==> src/rtl/babbage_pkg.sv <==
// Shared constants, widths and state encoding for the Babbage difference
// engine family (forward engine and babbage_inverse).
//   F0/G1/H2/C : recurrence seeds for f(n) = n^3 + 2n^2 + 2n + 1
//   N_MAX/F_MAX: last index and f(N_MAX)
//   F_W/N_W    : value and index widths
//   state_e    : idle/op/done encoding
package babbage_pkg;

    localparam int unsigned F_W = 18;
    localparam int unsigned N_W = 6;

    localparam logic [F_W-1:0] F0    = 18'd1;
    localparam logic [F_W-1:0] G1    = 18'd5;
    localparam logic [F_W-1:0] H2    = 18'd10;
    localparam logic [F_W-1:0] C     = 18'd6;
    localparam logic [F_W-1:0] F_MAX = 18'd258112;
    localparam logic [N_W-1:0] N_MAX = 6'd63;

    typedef enum logic [1:0] {
        ST_IDLE = 2'd0,
        ST_OP   = 2'd1,
        ST_DONE = 2'd2
    } state_e;

endpackage

==> src/rtl/babbage_step.sv <==
// Combinational forward-difference stepper: given the current f/g/h and
// the index being stepped to (n_next), produce the differences at n_next.
//   n_next          in  N_W  index after the step
//   f_in/g_in/h_in  in  F_W  values at n_next-1
//   f_out/g_out/h_out out F_W values at n_next
module babbage_step
    import babbage_pkg::*;
(
    input  logic [N_W-1:0] n_next,
    input  logic [F_W-1:0] f_in,
    input  logic [F_W-1:0] g_in,
    input  logic [F_W-1:0] h_in,
    output logic [F_W-1:0] f_out,
    output logic [F_W-1:0] g_out,
    output logic [F_W-1:0] h_out
);

    // First two steps seed g and h; later steps add the constant third difference.
    always_comb begin
        h_out = F_W'(h_in + C);
        g_out = F_W'(h_in + C + g_in);
        if (n_next == N_W'(1)) begin
            h_out = h_in;
            g_out = G1;
        end else if (n_next == N_W'(2)) begin
            h_out = H2;
            g_out = F_W'(H2 + g_in);
        end
        f_out = F_W'(g_out + f_in);
    end

endmodule

==> src/rtl/babbage_inverse.sv <==
// Inverse difference engine: walks f(n) from n=0 one index per clock and
// stops at the first n where f(n) >= target (or n = 63).
// Build option: define BABBAGE_INV_FLOOR_EN for floor mode (largest n with
// f(n) <= target); default is ceiling mode.
//   clk        in   rising-edge clock
//   rst        in   synchronous active-high reset
//   start      in   begin a search (idle only)
//   target     in   value to invert, latched on accepted start
//   n_out      out  result index
//   exact      out  f(n_out) == target
//   range_err  out  no valid index in 0..63
//   ready      out  high in idle
//   done_tick  out  one-cycle completion pulse
module babbage_inverse
    import babbage_pkg::*;
(
    input  logic           clk,
    input  logic           rst,
    input  logic           start,
    input  logic [F_W-1:0] target,
    output logic [N_W-1:0] n_out,
    output logic           exact,
    output logic           range_err,
    output logic           ready,
    output logic           done_tick
);

    state_e         state_q, state_d;
    logic [F_W-1:0] target_q, target_d;
    logic [F_W-1:0] f_q, f_d, g_q, g_d, h_q, h_d;
    logic [N_W-1:0] n_q, n_d;
    logic [N_W-1:0] n_out_q, n_out_d;
    logic           exact_q, exact_d;
    logic           range_err_q, range_err_d;
    logic           ready_q, ready_d;
    logic           done_tick_q, done_tick_d;

    logic [N_W-1:0] n_inc;
    logic [F_W-1:0] f_nx, g_nx, h_nx;

    assign n_inc = N_W'(n_q + N_W'(1));

    babbage_step u_step (
        .n_next (n_inc),
        .f_in   (f_q),
        .g_in   (g_q),
        .h_in   (h_q),
        .f_out  (f_nx),
        .g_out  (g_nx),
        .h_out  (h_nx)
    );

    // Next-state and result-capture logic.
    always_comb begin
        state_d     = state_q;
        target_d    = target_q;
        f_d         = f_q;
        g_d         = g_q;
        h_d         = h_q;
        n_d         = n_q;
        n_out_d     = n_out_q;
        exact_d     = exact_q;
        range_err_d = range_err_q;
        done_tick_d = 1'b0;

        case (state_q)
            ST_IDLE: begin
                if (start) begin
                    target_d = target;
                    f_d      = F0;
                    g_d      = '0;
                    h_d      = '0;
                    n_d      = '0;
                    state_d  = ST_OP;
                end
            end
            ST_OP: begin
                if ((f_q >= target_q) || (n_q == N_MAX)) begin
                    state_d     = ST_DONE;
                    done_tick_d = 1'b1;
`ifdef BABBAGE_INV_FLOOR_EN
                    if (f_q == target_q) begin
                        n_out_d     = n_q;
                        exact_d     = 1'b1;
                        range_err_d = 1'b0;
                    end else if ((f_q > target_q) && (n_q != '0)) begin
                        n_out_d     = N_W'(n_q - N_W'(1));
                        exact_d     = 1'b0;
                        range_err_d = 1'b0;
                    end else if (f_q > target_q) begin
                        // Only reachable with target 0: below f(0).
                        n_out_d     = '0;
                        exact_d     = 1'b0;
                        range_err_d = 1'b1;
                    end else begin
                        n_out_d     = n_q;
                        exact_d     = 1'b0;
                        range_err_d = 1'b0;
                    end
`else
                    n_out_d     = n_q;
                    exact_d     = (f_q == target_q);
                    range_err_d = (f_q < target_q);
`endif
                end else begin
                    n_d = n_inc;
                    f_d = f_nx;
                    g_d = g_nx;
                    h_d = h_nx;
                end
            end
            ST_DONE: begin
                state_d = ST_IDLE;
            end
            default: begin
                state_d = ST_IDLE;
            end
        endcase

        ready_d = (state_d == ST_IDLE);
    end

    // State and output registers.
    always_ff @(posedge clk) begin
        if (rst) begin
            state_q     <= ST_IDLE;
            target_q    <= '0;
            f_q         <= '0;
            g_q         <= '0;
            h_q         <= '0;
            n_q         <= '0;
            n_out_q     <= '0;
            exact_q     <= 1'b0;
            range_err_q <= 1'b0;
            ready_q     <= 1'b1;
            done_tick_q <= 1'b0;
        end else begin
            state_q     <= state_d;
            target_q    <= target_d;
            f_q         <= f_d;
            g_q         <= g_d;
            h_q         <= h_d;
            n_q         <= n_d;
            n_out_q     <= n_out_d;
            exact_q     <= exact_d;
            range_err_q <= range_err_d;
            ready_q     <= ready_d;
            done_tick_q <= done_tick_d;
        end
    end

    assign n_out     = n_out_q;
    assign exact     = exact_q;
    assign range_err = range_err_q;
    assign ready     = ready_q;
    assign done_tick = done_tick_q;

endmodule

==> config.mk <==
export PLATFORM = sky130hd
export DESIGN_NAME = babbage_inverse
export DESIGN_NICKNAME = d
export VERILOG_FILES = /design/src/rtl/babbage_pkg.sv /design/src/rtl/babbage_step.sv /design/src/rtl/babbage_inverse.sv
export SDC_FILE = /design/constraint.sdc
export NUM_CORES = 1
export LEC_CHECK = 0
export ABC_AREA = 1
export CAP_MARGIN = 25
export CORE_MARGIN = 1
export CORE_UTILIZATION = 35
export CTS_BUF_LIST = sky130_fd_sc_hd__clkbuf_4 sky130_fd_sc_hd__clkbuf_8
export DETAILED_ROUTE_END_ITERATION = 12
export GPL_TIMING_DRIVEN = 0
export PLACE_DENSITY_LB_ADDON = 0.08
export SETUP_SLACK_MARGIN = 0.2
export SLEW_MARGIN = 30
export SYNTH_ARGS = -nofsm -noshare
export SYNTH_HDL_FRONTEND = slang
export SYNTH_HIERARCHICAL = 1
export SYNTH_SLANG_ARGS = --single-unit
==> constraint.sdc <==
create_clock -name clk -period 9.08 [get_ports clk]
set_clock_uncertainty 0.2 [all_clocks]
set_input_delay 1.362 -clock clk [delete_from_list [all_inputs] [get_ports clk]]
set_output_delay 1.362 -clock clk [all_outputs]
set_load 0.02 [all_outputs]
==> summary.txt, run 1 <==
status -> finished, final reports clean
Die Y -> 149 µm
Worst EP required -> 9.17 ns
Comb pwr share -> 69.9%
P&R area growth vs syn -> 11.1%
diode count -> 0
hold_buf cts -> 0
Seq cells post-synth -> 90
crit-path max FO -> 5
post-synthesis sequential area ratio -> 23.9%
Slew @ Worst Pin -> 0.809 ns
Final Max Tran Viols -> 0
max-cap violations -> 0
CP arrival -> 5.09 ns
clk root buf -> clkbuf_8
worst setup path category -> reg2reg
Max Clock Freq -> 200 MHz
synth top area cells -> dfxtp_1 24%, nand2_1 12%, nor2_1 11%
Post-synth ARST share -> 0%
Sum Neg Setup Slack -> 0 ns
Syn Nets -> 1309
syn avg cell area -> 6.11 µm²
DIE WIDTH -> 149 µm
synthesized area -> 7530 µm²
Post-synth EDFFs -> 0
leading area contributor after synthesis -> dfxtp_1
share of cells above drive strength 1 -> 6.58%
Fin. Hold Viols -> 0
CP startpoint kind -> flop
Synth Warn # -> 6
net switching fraction of the power -> 55.5%
CTS clock-pin slew for the worst setup and hold paths -> 0.11 ns
commonest cells in the netlist -> 242 x nand2_1, 217 x nor2_1, 212 x inv_1
Placeable Area -> 21000 µm²
Worst-Skew Late Latency -> 0.40 ns
period utilization -> 55.0%
global route overflow -> 0
cells after synthesis -> 1231
clock sinks -> 90
Critical-path top delay cell -> dfxtp_1
clock power share -> 9.0%
WL/cell -> 14.6 µm
# rows -> 53
DR pass1 iterations -> 5
Reg power frac -> 21.1%
top-area cell type share of the netlist area -> 23.9%
Hold Crit Class -> reg2reg
CTS tree -> built
Hold WS -> 0.263 ns
Psw -> 1790 µW
Detail Route Antenna Nets -> 0
boundary pin count -> 31
static leakage -> 0.00411 µW
Initial Util -> 35.8%
PwrDens -> 386 nW/µm²
PortBufs -> 30
post-CTS setup buffers -> 0
Max VDD drop -> 0.119 mV
largest net degree at the start of global routing -> 19
Critical Path Sink Type -> flop
CTS resizes -> 0
hold path cells -> 2
1st-iter DRT viols -> 375
first-pass GRT wire length -> 36000 µm
Total GRT Usage -> 21.3%
post-synthesis cell type count -> 47
CTS Buffer Depth -> 2
r2r worst-path depth -> 32
internal power -> 1440 µW
drt via density -> 4.74
total number of vias -> 7352
reg-to-reg slack, setup -> 4.08 ns
initial antenna violation count -> 0
DRT Wirelength -> 22600 µm
# nets final -> 1350
most common cell in the netlist -> nand2_1
RSZ-0062 raised after global routing -> no
DP Wirelength -> 18000 µm
Final min period -> 5.00 ns
worst rel slew slack -> 45.7%
Finish-stage setup viols -> 0
vias in the first global route -> 6672
delay of the slowest critical-path stage -> 0.43 ns
# DRC -> 0
DIE AREA -> 22100 µm²
Post-synth top flop -> dfxtp_1
Final Total Pwr -> 3230 µW
Crit path top cell by count -> inv_1
RePlAce Congestion -> 0.877
H-tree levels -> 3
total CTS buffers -> 9
-- final cells by class --
class	instances	area (µm²)
fillers	2337	12700
multi-input cells	873	4630
flip-flops and latches	90	1800
inverters	224	841
well taps	275	344
repair buffers	30	300
plain buffers	44	251
clock buffers	9	124
clock inverters	7	66.3
-- cells in the final DEF (no fill, tap or decap), drive strengths merged --
| cell type | instances |
|---|---|
| o31ai | 1 |
| a21boi | 1 |
| o311ai | 1 |
| o211ai | 2 |
| a211oi | 3 |
| dfxtp | 90 |
| inv | 226 |
| o21ai | 56 |
| a21oi | 74 |
| nor4 | 1 |
| nand2 | 250 |
| o22ai | 11 |
| o21bai | 8 |
| buf | 24 |
| ha | 55 |
| fa | 2 |
| nor2 | 229 |
| a31oi | 3 |
| clkbuf | 29 |
| and2 | 2 |
| nand3 | 98 |
| a21o | 4 |
| or2 | 4 |
| o22a | 1 |
| nand3b | 4 |
| nor3 | 11 |
| nand4 | 11 |
| xnor2 | 10 |
| clkdlybuf4s50 | 30 |
| and3 | 1 |
| clkinv | 5 |
| xor2 | 30 |
-- power by group through the flow --
stage | logic (µW) | clock network [µW] | registers (µW)
global placement | 2250 | 0 | 692
detailed placement | 2250 | 0 | 691
floorplan | 1690 | 0 | 639
finish | 2260 | 291 | 680
CTS | 2260 | 302 | 681
global route | 2560 | 317 | 703
-- path summary, 6_finish.rpt --
path | start | to
worst min-delay path | target_q[14]$_SDFFE_PP0P_ | target_q[14]$_SDFFE_PP0P_
worst min register to register | target_q[14]$_SDFFE_PP0P_ | target_q[14]$_SDFFE_PP0P_
worst max-delay path | h_q[1]$_SDFFE_PP0P_ | f_q[17]$_SDFFE_PP0P_
worst max register to register | h_q[1]$_SDFFE_PP0P_ | f_q[17]$_SDFFE_PP0P_
-- kinds of logic after synthesis --
| family | Yosys count | share of synthesized area, % |
|---|---|---|
| AOI/OAI and AO/OA | 165 | 12.7 |
| xor gates and xnor gates | 40 | 4.75 |
| adders and majority gates | 57 | 9.67 |
| buffers and inverters | 268 | 14.5 |
| DFF | 90 | 23.9 |
| and+or+nand+nor | 611 | 34.4 |
-- stage by stage --
stage                     area (µm²)  utilization [%]  setup WS, ns  std cells
final                           8360             39.8          4.08       1552
after global routing            8360             39.8          3.59       1552
after CTS                       8360             39.8          4.10       1552
after detailed placement        8170             38.9          4.13       1536
after global placement          8170             38.9          4.13       1536
after floorplan                 7530                -          4.90       1231
-- per-layer routing --
| metal | track usage (%) | vias to the layer above | part of all wire (%) |
|---|---|---|---|
| li1 | - | 3938 | - |
| met1 | 28.8 | 3286 | 50 |
| met2 | 35.4 | 107 | 46 |
| met3 | 1.93 | 21 | 2.7 |
| met4 | 6.86 | 0 | 1.8 |
| met5 | 0 | - | 0 |
-- sequential cells by signal, indices dropped and copies added, names as in the netlist --
name / flops
f_q: 18
done_tick: 1
n_out: 6
range_err: 1
n_q: 6
state_q: 2
g_q: 18
h_q: 18
target_q: 18
exact: 1
ready: 1
-- critical path: cells and delay by family, from the launching register on --
kind	cells	cell delay, ns
DFF	1	0.43
AOI/OAI and AO/OA	4	0.81
and+or+nand+nor	16	1.65
adders and majority gates	3	0.88
xor gates and xnor gates	1	0.27
buffers and inverters	8	0.66
(Power assumes the default switching activity.)
==> run 2: changes to the inputs <==
clock period = 4.8 ns   (was 9.08 ns; I/O delays follow)
==> summary.txt, run 2 (synthesized netlist as in run 1, its figures left out) <==
status -> finished, final reports clean
CP arrival -> 4.58 ns
commonest non-fill, non-tap cell in the layout -> nand2_1
Final WS setup -> 0.313 ns
share of cells above drive strength 1 -> 15.9%
Crit path top cell by count -> nand2_1
Die Y -> 149 µm
CTS tree -> built
reg2reg start -> h_q[1]$_SDFFE_PP0P_
Worst R2R End -> f_q[17]$_SDFFE_PP0P_
r2r worst-path depth -> 30
Worst-Skew Late Latency -> 0.40 ns
DR pass1 iterations -> 5
reg-to-reg slack, setup -> 0.31 ns
worst setup path category -> reg2reg
Final Max Tran Viols -> 0
Worst Setup SP -> h_q[1]$_SDFFE_PP0P_
Max VDD drop -> 0.239 mV
Max Clock Freq -> 223 MHz
CP Depth -> 30
Final min period -> 4.49 ns
# DRC -> 0
CP Buf/Inv Count -> 7
footprint of the multi-input gates -> 5200 µm²
boundary pin count -> 31
total CTS buffers -> 9
Detail Route Antenna Nets -> 0
max-cap violations -> 0
Worst EP required -> 4.89 ns
DIE AREA -> 22100 µm²
global route overflow -> 0
period utilization -> 93.5%
FF/Latch Area -> 1810 µm²
Total GRT Usage -> 21.4%
RePlAce Congestion -> 0.877
Initial Util -> 35.8%
fillers -> 2265
first-pass GRT wire length -> 36300 µm
Critical-path top delay cell -> ha_1
Fin. Hold Viols -> 0
CP top delay family -> simple AND/OR/NAND/NOR gates
CTS Buffer Depth -> 2
Slew @ Worst Pin -> 0.691 ns
Finish-stage setup viols -> 0
RSZ-0062 raised after global routing -> yes
PwrDens -> 748 nW/µm²
H-tree levels -> 3
Worst setup endpoint -> f_q[17]$_SDFFE_PP0P_
DP Wirelength -> 18000 µm
DRT Wirelength -> 23700 µm
Placeable Area -> 21000 µm²
clock sinks -> 90
# placed instances -> 1536
1st-iter DRT viols -> 364
P&R area growth vs syn -> 21.3%
CP startpoint kind -> flop
drt via density -> 4.78
worst slack at placement -> -0.148 ns
vias in the first global route -> 6721
WL/cell -> 15.0 µm
final std cells w/o fill -> 1577
# nets final -> 1375
largest net degree at the start of global routing -> 19
clk root buf -> clkbuf_8
CTS clock-pin slew for the worst setup and hold paths -> 0.10 ns
DIE WIDTH -> 149 µm
most frequent cells in the layout -> 231 x nand2_1, 210 x nor2_1, 196 x inv_1
total number of vias -> 7534
worst rel slew slack -> 53.9%
static leakage -> 0.00433 µW
delay of the slowest critical-path stage -> 0.40 ns
diode count -> 0
crit-path max FO -> 5
Hold Crit Class -> reg2reg
# rows -> 53
PortBufs -> 30
initial antenna violation count -> 0
Critical Path Sink Type -> flop
-- run 2: routing by layer --
layer	global-route usage, %	part of all wire [%]
met4	6.44	1.7
met5	0	0
met2	35.9	47
met3	1.78	2.6
met1	29.0	49
-- run 2: worst min path at each step --
stage	startpoint	to	slack [ns]	depth (start not counted)
2_1_floorplan	target_q[0]$_SDFFE_PP0P_	target_q[0]$_SDFFE_PP0P_	0.23	2
3_3_place_gp	target_q[15]$_SDFFE_PP0P_	target_q[15]$_SDFFE_PP0P_	0.25	2
3_5_place_dp	target_q[14]$_SDFFE_PP0P_	target_q[14]$_SDFFE_PP0P_	0.25	2
4_1_cts	target_q[14]$_SDFFE_PP0P_	target_q[14]$_SDFFE_PP0P_	0.27	2
5_1_grt	target_q[0]$_SDFFE_PP0P_	target_q[0]$_SDFFE_PP0P_	0.29	2
6_report	target_q[14]$_SDFFE_PP0P_	target_q[14]$_SDFFE_PP0P_	0.26	2
-- run 2: worst reg2reg max path: cells and delay by family (launching register included) --
kind,cells,cell delay (ns)
AOI/OAI and AO/OA,6,1.05
adders and majority gates,2,0.72
buffers and inverters,7,0.67
DFF,1,0.38
and+or+nand+nor,15,1.37
-- run 2: per-stage QoR --
stage	hold slack, ns	total power (µW)	util, %	setup TNS [ns]	area (µm²)
final	0.263	6830	43.4	0	9130
after global routing	0.291	7510	43.4	0	9130
after CTS	0.269	6230	40.1	0	8440
after detailed placement	0.254	5560	38.9	-0.191	8170
after global placement	0.252	5570	38.9	-0.217	8170
after floorplan	0.228	4420	-	0	7530
-- run 2: report_power, final --
part | total, µW | switching, µW | internal, µW
Combinational | 4960 | 3030 | 1920
Clock | 548 | 345 | 203
Sequential | 1330 | 336 | 992
-- run 2: what timing repair did --
item,CTS,global route
gates resized for setup,17,113
hold buffers,0,0
pin swaps,3,44
endpoints found under the hold margin,0,0
buffers inserted,2,23
endpoints found under the setup margin,9,10
-- run 2: final cells by class --
type | count | share of cell area, %
plain buffers | 44 | 2.77
clock buffers | 9 | 1.36
clock inverters | 7 | 0.726
inverters | 224 | 9.27
multi-input cells | 873 | 57.0
flip-flops and latches | 90 | 19.8
well taps | 275 | 3.77
repair buffers | 55 | 5.34
